[config.mk]
export PLATFORM = sky130hd
export DESIGN_NAME = keypad_emulator_flat
export DESIGN_NICKNAME = d
export VERILOG_FILES = /design/src/rtl/keypad_if.sv /design/src/rtl/keypad_emulator.sv /design/src/flat_wrapper.sv
export SDC_FILE = /design/constraint.sdc
export NUM_CORES = 1
export LEC_CHECK = 0
export CAP_MARGIN = 20
export CORE_MARGIN = 3
export CORE_UTILIZATION = 57
export DETAILED_ROUTE_END_ITERATION = 7
export GPL_ROUTABILITY_DRIVEN = 1
export HOLD_SLACK_MARGIN = 0.03
export PLACE_DENSITY = 0.81
export SETUP_SLACK_MARGIN = 0.15
export SYNTH_ARGS = -nofsm -noshare
export SYNTH_HDL_FRONTEND = slang
export SYNTH_SLANG_ARGS = --single-unit
[constraint.sdc]
create_clock -name clk -period 4.96 [get_ports clk]
set_clock_uncertainty 0.05 [all_clocks]
set_input_delay 0.992 -clock clk [delete_from_list [all_inputs] [get_ports clk]]
set_output_delay 0.992 -clock clk [all_outputs]
set_load 0.005 [all_outputs]
[src/rtl/keypad_if.sv]
// keypad_if: press request, row drives and column/status outputs of the keypad emulator
interface keypad_if;
  logic [3:0] key_code;
  logic press;
  logic B, G, F, D;
  logic C, A, E;
  logic busy, done, err;
  modport master (output key_code, press, B, G, F, D, input C, A, E, busy, done, err);
  modport slave (input key_code, press, B, G, F, D, output C, A, E, busy, done, err);
endinterface

[src/rtl/keypad_emulator.sv]
// keypad_emulator: emulates a 4x3 matrix keypad press; optional contact bounce via KEYPAD_BOUNCE_EN
module keypad_emulator #(
  parameter int HOLD_CYCLES = 8,
  parameter int BOUNCE_CYCLES = 4
) (
  input logic clk,
  input logic reset,
  keypad_if.slave kp
);
  localparam logic [1:0] IDLE = 2'd0, BOUNCE_IN = 2'd1, HELD = 2'd2, BOUNCE_OUT = 2'd3;
  localparam logic [15:0] HOLD_LD = 16'(HOLD_CYCLES - 1);
`ifdef KEYPAD_BOUNCE_EN
  localparam logic [15:0] BOUNCE_LD = 16'(BOUNCE_CYCLES - 1);
`endif
  logic [1:0] state_q, state_d;
  logic [15:0] cnt_q, cnt_d;
  logic [3:0] key_q, key_d;
  logic contact_q, contact_d, done_q, done_d, err_q, err_d;
  logic busy, accept, row_on;
  logic [1:0] row, col;
  logic [3:0] rows;
  assign busy = state_q != IDLE;
  assign accept = kp.press && !busy && kp.key_code <= 4'd11;
  always_comb begin
    state_d = state_q;
    cnt_d = cnt_q;
    key_d = key_q;
    contact_d = contact_q;
    done_d = 1'b0;
    err_d = kp.press && !accept;
    if (accept) begin
      key_d = kp.key_code;
      contact_d = 1'b1;
`ifdef KEYPAD_BOUNCE_EN
      state_d = BOUNCE_IN;
      cnt_d = BOUNCE_LD;
`else
      state_d = HELD;
      cnt_d = HOLD_LD;
`endif
    end else if (state_q == HELD) begin
      if (cnt_q == 16'd0) begin
        contact_d = 1'b0;
`ifdef KEYPAD_BOUNCE_EN
        state_d = BOUNCE_OUT;
        cnt_d = BOUNCE_LD;
`else
        state_d = IDLE;
        done_d = 1'b1;
`endif
      end else cnt_d = cnt_q - 16'd1;
    end
`ifdef KEYPAD_BOUNCE_EN
    else if (state_q == BOUNCE_IN) begin
      if (cnt_q == 16'd0) begin
        state_d = HELD;
        cnt_d = HOLD_LD;
        contact_d = 1'b1;
      end else begin
        cnt_d = cnt_q - 16'd1;
        contact_d = !contact_q;
      end
    end else if (state_q == BOUNCE_OUT) begin
      if (cnt_q == 16'd0) begin
        state_d = IDLE;
        contact_d = 1'b0;
        done_d = 1'b1;
      end else begin
        cnt_d = cnt_q - 16'd1;
        contact_d = !contact_q;
      end
    end
`endif
  end
  always_ff @(posedge clk) begin
    if (reset) begin
      state_q <= IDLE;
      cnt_q <= '0;
      key_q <= '0;
      contact_q <= 1'b0;
      done_q <= 1'b0;
      err_q <= 1'b0;
    end else begin
      state_q <= state_d;
      cnt_q <= cnt_d;
      key_q <= key_d;
      contact_q <= contact_d;
      done_q <= done_d;
      err_q <= err_d;
    end
  end
  // row 0..3 = B,G,F,D; col 0..2 = C,A,E
  always_comb begin
    row = (key_q == 4'd0 || key_q >= 4'd10) ? 2'd3 : key_q <= 4'd3 ? 2'd0 : key_q <= 4'd6 ? 2'd1 : 2'd2;
    col = (key_q == 4'd1 || key_q == 4'd4 || key_q == 4'd7 || key_q == 4'd10) ? 2'd0 :
          (key_q == 4'd2 || key_q == 4'd5 || key_q == 4'd8 || key_q == 4'd0) ? 2'd1 : 2'd2;
  end
  assign rows = {kp.D, kp.F, kp.G, kp.B};
  assign row_on = contact_q && rows[row];
  assign kp.C = row_on && col == 2'd0;
  assign kp.A = row_on && col == 2'd1;
  assign kp.E = row_on && col == 2'd2;
  assign kp.busy = busy;
  assign kp.done = done_q;
  assign kp.err = err_q;
endmodule

[src/flat_wrapper.sv]
// flat-port wrapper written by rule: the top's interface ports become plain ports
module keypad_emulator_flat 
#(
  parameter int HOLD_CYCLES = 8,
  parameter int BOUNCE_CYCLES = 4
)
  (clk, reset, kp_key_code, kp_press, kp_B, kp_G, kp_F, kp_D, kp_C, kp_A, kp_E, kp_busy, kp_done, kp_err);
  keypad_if kp_i ();
  input logic clk;
  input logic reset;
  input wire logic [$bits(kp_i.key_code)-1:0] kp_key_code;
  input wire logic [$bits(kp_i.press)-1:0] kp_press;
  input wire logic [$bits(kp_i.B)-1:0] kp_B;
  input wire logic [$bits(kp_i.G)-1:0] kp_G;
  input wire logic [$bits(kp_i.F)-1:0] kp_F;
  input wire logic [$bits(kp_i.D)-1:0] kp_D;
  output wire logic [$bits(kp_i.C)-1:0] kp_C;
  output wire logic [$bits(kp_i.A)-1:0] kp_A;
  output wire logic [$bits(kp_i.E)-1:0] kp_E;
  output wire logic [$bits(kp_i.busy)-1:0] kp_busy;
  output wire logic [$bits(kp_i.done)-1:0] kp_done;
  output wire logic [$bits(kp_i.err)-1:0] kp_err;
  assign kp_i.key_code = kp_key_code;
  assign kp_i.press = kp_press;
  assign kp_i.B = kp_B;
  assign kp_i.G = kp_G;
  assign kp_i.F = kp_F;
  assign kp_i.D = kp_D;
  assign kp_C = kp_i.C;
  assign kp_A = kp_i.A;
  assign kp_E = kp_i.E;
  assign kp_busy = kp_i.busy;
  assign kp_done = kp_i.done;
  assign kp_err = kp_i.err;
  keypad_emulator #(.HOLD_CYCLES(HOLD_CYCLES), .BOUNCE_CYCLES(BOUNCE_CYCLES)) u_core (.clk(clk), .reset(reset), .kp(kp_i));
endmodule
==> impl_metrics.env, run 1 <==
export IMPL_drt_vias_per_instance=5.75
export IMPL_nNetsFinal=176
export IMPL_yosysUniqueCellTypes=36
export IMPL_post_cts_buffers=0
export IMPL_cp_top_family="buffers and inverters"
export IMPL_synth_largest_area_cell="dfxtp_1"
export IMPL_crit_path_start_kind="input pin"
export IMPL_p_leak_nw=0.503
export IMPL_grt_ovfl_total=0
export IMPL_finalHoldViolCount=0
export IMPL_initial_core_util=0.614
export IMPL_synth_compound_area_frac=0.102
export IMPL_clk_insertion_delay_late_ps=310
export IMPL_drtAntennaViolNets=0
export IMPL_path_class="in -> out"
export IMPL_diodes=0
export IMPL_yosys_area_top_type_share=0.378
export IMPL_grt_antenna_before_repair=0
export IMPL_ys_seq_area_frac=0.378
export IMPL_grt_pass1_wl_um=4260
export IMPL_core_area_sq_um=1980
export IMPL_route_vias_total=1086
export IMPL_postLayoutCellArea_sq_um=1400
export IMPL_cts_root_buffer_cell="clkbuf_4"
export IMPL_clk_pin_slew_ps=130
export IMPL_postPlaceCellArea_sq_um=1370
export IMPL_grt_pass1_vias=985
export IMPL_clock_sinks=23
export IMPL_track_usage=0.209
export IMPL_worst_path_max_fanout=3
export IMPL_die_w_um=52.2
export IMPL_grt_max_degree=18
export IMPL_synth_top_family_by_area="simple AND/OR/NAND/NOR gates"
export IMPL_p_per_area_nw_per_um2=317
export IMPL_crit_chain="clkdlybuf4s50_1, o21ai_0, or2_2, a21oi_1, o31ai_1, nor3_1, clkdlybuf4s50_1"
export IMPL_final_cell_mix="26 x nor2_1, 23 x dfxtp_1, 16 x clkdlybuf4s50_1"
export IMPL_synth_simple_area_share=0.337
export IMPL_tns_ps=0
export IMPL_layout_commonest_cell="nor2_1"
export IMPL_drv_slew=0
export IMPL_arrival_ps=2750
export IMPL_yosys_area_share_adder=0.0206
export IMPL_drtIter0Drc=28
export IMPL_finalCritPeriodShare=0.764
export IMPL_ctsResizeCount=0
export IMPL_place_hpwl_um=1810
export IMPL_rsz0062_at_grt="false"
export IMPL_wl_um=2500
export IMPL_drv_cap=0
export IMPL_synth_cell_area_sq_um=1220
export IMPL_netlist_instances=152
export IMPL_cts_hold_buf=0
export IMPL_synth_edf_count=0
export IMPL_die_area_sq_um=2730
export IMPL_synth_area_top_cells="dfxtp_1 38%, nor2_1 8.0%, xor2_1 7.9%, nand3_1 4.1%, nor3_1 3.7%"
export IMPL_synthXorXnorAreaFrac=0.0863
export IMPL_syn_to_final_growth_pct=14.8
export IMPL_clock_path_buffers=2
export IMPL_min_path_type="reg -> reg"
export IMPL_ios=17
export IMPL_ir_drop_mv=0.257
export IMPL_htreeDepth=1
export IMPL_outcome="complete, no violations"
export IMPL_die_height_um=52.2
export IMPL_synthArstFlopShare=0
export IMPL_wl_per_cell_um=13.2
export IMPL_maxSlewHeadroom=0.569
export IMPL_dr_pass1_iters=4
export IMPL_drive_above_1_share=0.0494
export IMPL_cts_tree="done"
export IMPL_fin_crit_ps=3790
export IMPL_syn_nets=165
export IMPL_fmax_ghz=0.264
export IMPL_fp_row_count=16
export IMPL_ys_seq_elements=23
export IMPL_critPathMaxStageDelay_ps=520
export IMPL_io_buffer_count=16
export IMPL_cpMaxStageDelayCell="clkdlybuf4s50_1"
export IMPL_tightestPinTransition_ps=646
export IMPL_place_congestion=0.749
export IMPL_required_ps=3920
export IMPL_endpoint_kind="output port"
export IMPL_synthMuxAreaShare=0.0329
export IMPL_worst_path_most_repeated_cell="clkdlybuf4s50_1"
export IMPL_crit_buf_inv=2
export IMPL_cts_buffers=3
export IMPL_avgSynthCellArea_sq_um=8.01
export IMPL_drt_drc_violations_left=0
export IMPL_synth_main_ff_cell="dfxtp_1"
export IMPL_synth_warning_count=0
export IMPL_setup_violations=0
[state kept, by name, summed over array words and instances (netlist names)]
signal          flops
u_core.cnt_q       16
u_core.key_q        4
u_core.kp.done      1
u_core.kp.err       1
u_core.state_q      1
[synth_stat cells, types with 3 or more instances]
cell	count
nand3_1	10
nand2_1	7
nor3_1	9
nor2_1	26
nand4_1	4
clkbuf_1	7
buf_2	3
a21oi_1	7
o21ai_0	3
xor2_1	11
inv_1	3
dfxtp_1	23
nor3b_1	3
or3_1	4
mux2i_1	4
[cell type report]
class	instances	area, sq um
clock buffers	3	22.5
flip-flops and latches	23	460
multi-input cells	116	704
inverters	3	11.3
clock inverters	1	5.00
well taps	27	33.8
fillers	158	584
repair buffers	16	160
[where the power goes]
group          switching (mW)  internal, mW
Sequential             0.0252         0.200
Combinational          0.0697        0.0615
Clock                  0.0559        0.0301
[metal layers]
metal	GRT usage	wire length, um	vias up
met3	0.0342	71	2
met2	0.349	1220	17
met1	0.269	1200	517
met4	0.0766	8	0
met5	0	0	-
li1	-	-	550
[final timing paths]
| check | slack [ps] | startpoint | end | cells after the start |
|---|---|---|---|---|
| setup / recovery | 1170 | kp_B | kp_E | 7 |
| hold / removal | 460 | u_core.cnt_q[15]$_SDFFE_PP0P_ | u_core.cnt_q[15]$_SDFFE_PP0P_ | 2 |
| setup reg to reg | 2790 | u_core.cnt_q[0]$_SDFFE_PP0P_ | u_core.cnt_q[0]$_SDFFE_PP0P_ | 7 |
| hold reg to reg | 460 | u_core.cnt_q[15]$_SDFFE_PP0P_ | u_core.cnt_q[15]$_SDFFE_PP0P_ | 2 |
[tightest hold or removal path, delay by kind of cell, from the launching register on]
kind / cells / cell delay, ps
AO/OA/AOI/OAI: 2 / 130
flip-flops: 1 / 350
[cells by family (layout without fill, tap and decap cells)]
logic type / count (synthesis) / count (layout)
multiplexers: 4 / 4
buffers and inverters: 13 / 23
flip-flops: 23 / 23
adder cells (fa/ha/maj): 2 / 2
AO/OA/AOI/OAI: 20 / 20
AND/OR/NAND/NOR: 78 / 78
XOR/XNOR: 12 / 12
[metrics by stage]
stage	worst slack, ps	hold slack [ps]	power [mW]	util	instances
5_1_grt	1060	507	0.474	0.705	189
2_1_floorplan	2160	408	0.326	-	152
6_report	1170	463	0.442	0.705	189
3_5_place_dp	1170	438	0.359	0.691	185
3_3_place_gp	1190	426	0.354	0.691	185
4_1_cts	1160	464	0.446	0.705	189
Note: power is estimated with default switching activity, not from simulation.
==> run 2, diff against run 1 <==
- CORE_UTILIZATION: 57 -> 53
- PLACE_DENSITY: 0.81 -> 0.76
- clock period: 4.96 -> 3.7 ns (I/O delays scaled with it)
==> run 2 against run 1 <==
  * Power up 34%
  * Flip-flop and latch count is the same
  * Combinational power rose by 31%
  * Sequential share of layout area down 0.059 points
  * Largest power group unchanged
==> impl_metrics.env, run 2 (same netlist as run 1, synthesis figures left out) <==
export IMPL_drv_slew=0
export IMPL_r2r_cells=7
export IMPL_place_hpwl_um=1780
export IMPL_postLayoutCellArea_sq_um=1400
export IMPL_diodes=0
export IMPL_post_cts_buffers=0
export IMPL_setup_slack_ps=384
export IMPL_pre_cts_slack_ps=384
export IMPL_reg2reg_setup_slack_ps=1520
export IMPL_nNetsFinal=176
export IMPL_worstReg2RegStart="u_core.cnt_q[0]$_SDFFE_PP0P_"
export IMPL_syn_to_final_growth_pct=15.0
export IMPL_required_ps=2910
export IMPL_min_path_type="reg -> reg"
export IMPL_clock_sinks=23
export IMPL_die_area_sq_um=2910
export IMPL_cts_root_buffer_cell="clkbuf_4"
export IMPL_arrival_ps=2530
export IMPL_maxSlewHeadroom=0.603
export IMPL_htreeDepth=1
export IMPL_ios=17
export IMPL_clk_insertion_delay_late_ps=320
export IMPL_critPathMaxStageDelay_ps=530
export IMPL_route_vias_total=1093
export IMPL_drt_vias_per_instance=5.78
export IMPL_dr_pass1_iters=4
export IMPL_fin_total_pwr_mw=0.594
export IMPL_finalHoldViolCount=0
export IMPL_reg_top3="u_core.cnt_q x16, u_core.key_q x4"
export IMPL_grt_pass1_wl_um=4150
export IMPL_ctsResizeCount=0
export IMPL_holdCritStartpoint="u_core.cnt_q[15]$_SDFFE_PP0P_"
export IMPL_fmax_ghz=0.302
export IMPL_grt_antenna_before_repair=0
export IMPL_initial_core_util=0.590
export IMPL_drt_drc_violations_left=0
export IMPL_hold_depth=2
export IMPL_largest_register="u_core.cnt_q"
export IMPL_setup_violations=0
export IMPL_die_height_um=53.9
export IMPL_hold_path_endpoint="u_core.cnt_q[15]$_SDFFE_PP0P_"
export IMPL_drv_cap=0
export IMPL_endpoint_kind="output port"
export IMPL_worst_path_most_repeated_cell="clkdlybuf4s50_1"
export IMPL_grt_pass1_vias=1005
export IMPL_crit_chain="clkdlybuf4s50_1, o21ai_0, or2_2, a21oi_1, o31ai_1, nor3_1, clkdlybuf4s50_1"
export IMPL_wl_per_cell_um=12.7
export IMPL_path_class="in -> out"
export IMPL_drtIter0Drc=15
export IMPL_outcome="complete, no violations"
export IMPL_worst_path_max_fanout=3
export IMPL_finalCritPeriodShare=0.896
export IMPL_tightestPinTransition_ps=594
export IMPL_finalNonFillerCells=189
export IMPL_final_core_util=0.679
export IMPL_track_usage=0.196
export IMPL_wl_um=2400
export IMPL_rr_endpoint="u_core.cnt_q[0]$_SDFFE_PP0P_"
export IMPL_clock_path_buffers=2
export IMPL_largest_register_ff_count=16
export IMPL_final_cell_mix="26 x nor2_1, 23 x dfxtp_1, 16 x clkdlybuf4s50_1"
export IMPL_core_area_sq_um=2060
export IMPL_whs_ps=475
export IMPL_cts_hold_buf=0
export IMPL_cts_buffers=3
export IMPL_cts_tree="done"
export IMPL_drtAntennaViolNets=0
export IMPL_layout_commonest_cell="nor2_1"
export IMPL_die_w_um=53.9
export IMPL_drive_above_1_share=0.0494
export IMPL_postPlaceCellArea_sq_um=1370
export IMPL_tns_ps=0
export IMPL_fp_row_count=16
export IMPL_grt_ovfl_total=0
export IMPL_crit_path_start_kind="input pin"
export IMPL_fill_cells=182
export IMPL_io_buffer_count=16
export IMPL_cpMaxStageDelayCell="clkdlybuf4s50_1"
export IMPL_grt_max_degree=18
export IMPL_p_leak_nw=0.500
export IMPL_place_inst=185
export IMPL_clk_pin_slew_ps=130
export IMPL_fin_crit_ps=3320
export IMPL_ir_drop_mv=0.310
export IMPL_rsz0062_at_grt="false"
export IMPL_p_per_area_nw_per_um2=424
export IMPL_place_congestion=0.732
==> run 2: how the worst max path moves through the flow <==
stage | from | end | cells past startpoint
2_1_floorplan | kp_B | kp_E | 5
3_3_place_gp | kp_B | kp_E | 7
3_5_place_dp | kp_B | kp_E | 7
4_1_cts | kp_B | kp_E | 7
5_1_grt | kp_B | kp_E | 7
6_report | kp_B | kp_E | 7
==> run 2: routing by layer <==
metal / GRT usage / share of wire / up-vias
li1: - / - / 557
met1: 0.228 / 0.46 / 517
met2: 0.347 / 0.50 / 17
met3: 0.0332 / 0.028 / 2
met4: 0.0894 / 0.012 / 0
met5: 0 / 0 / -
==> run 2: final cells by class <==
| class | count | area (sq um) | area share |
|---|---|---|---|
| sequential | 23 | 460 | 0.329 |
| tap | 27 | 33.8 | 0.0241 |
| multi-input combinational | 116 | 704 | 0.503 |
| clock buffer | 3 | 22.5 | 0.0161 |
| timing repair buffer | 16 | 160 | 0.114 |
| clock inverter | 1 | 7.51 | 0.00536 |
| inverter | 3 | 11.3 | 0.00804 |
==> run 2: critical path, delay by kind of cell <==
family                 cells  cell delay [ps]
and+or+nand+nor            2              500
buffers and inverters      2              980
AOI/OAI and AO/OA          3              300
==> run 2: where the power goes <==
group	leakage (nW)	total [mW]	internal (mW)	switching, mW
clock network	0.0139	0.120	0.0413	0.0785
logic	0.298	0.172	0.0821	0.0899
registers	0.188	0.302	0.268	0.0341
total	0.500	0.594	0.392	0.203
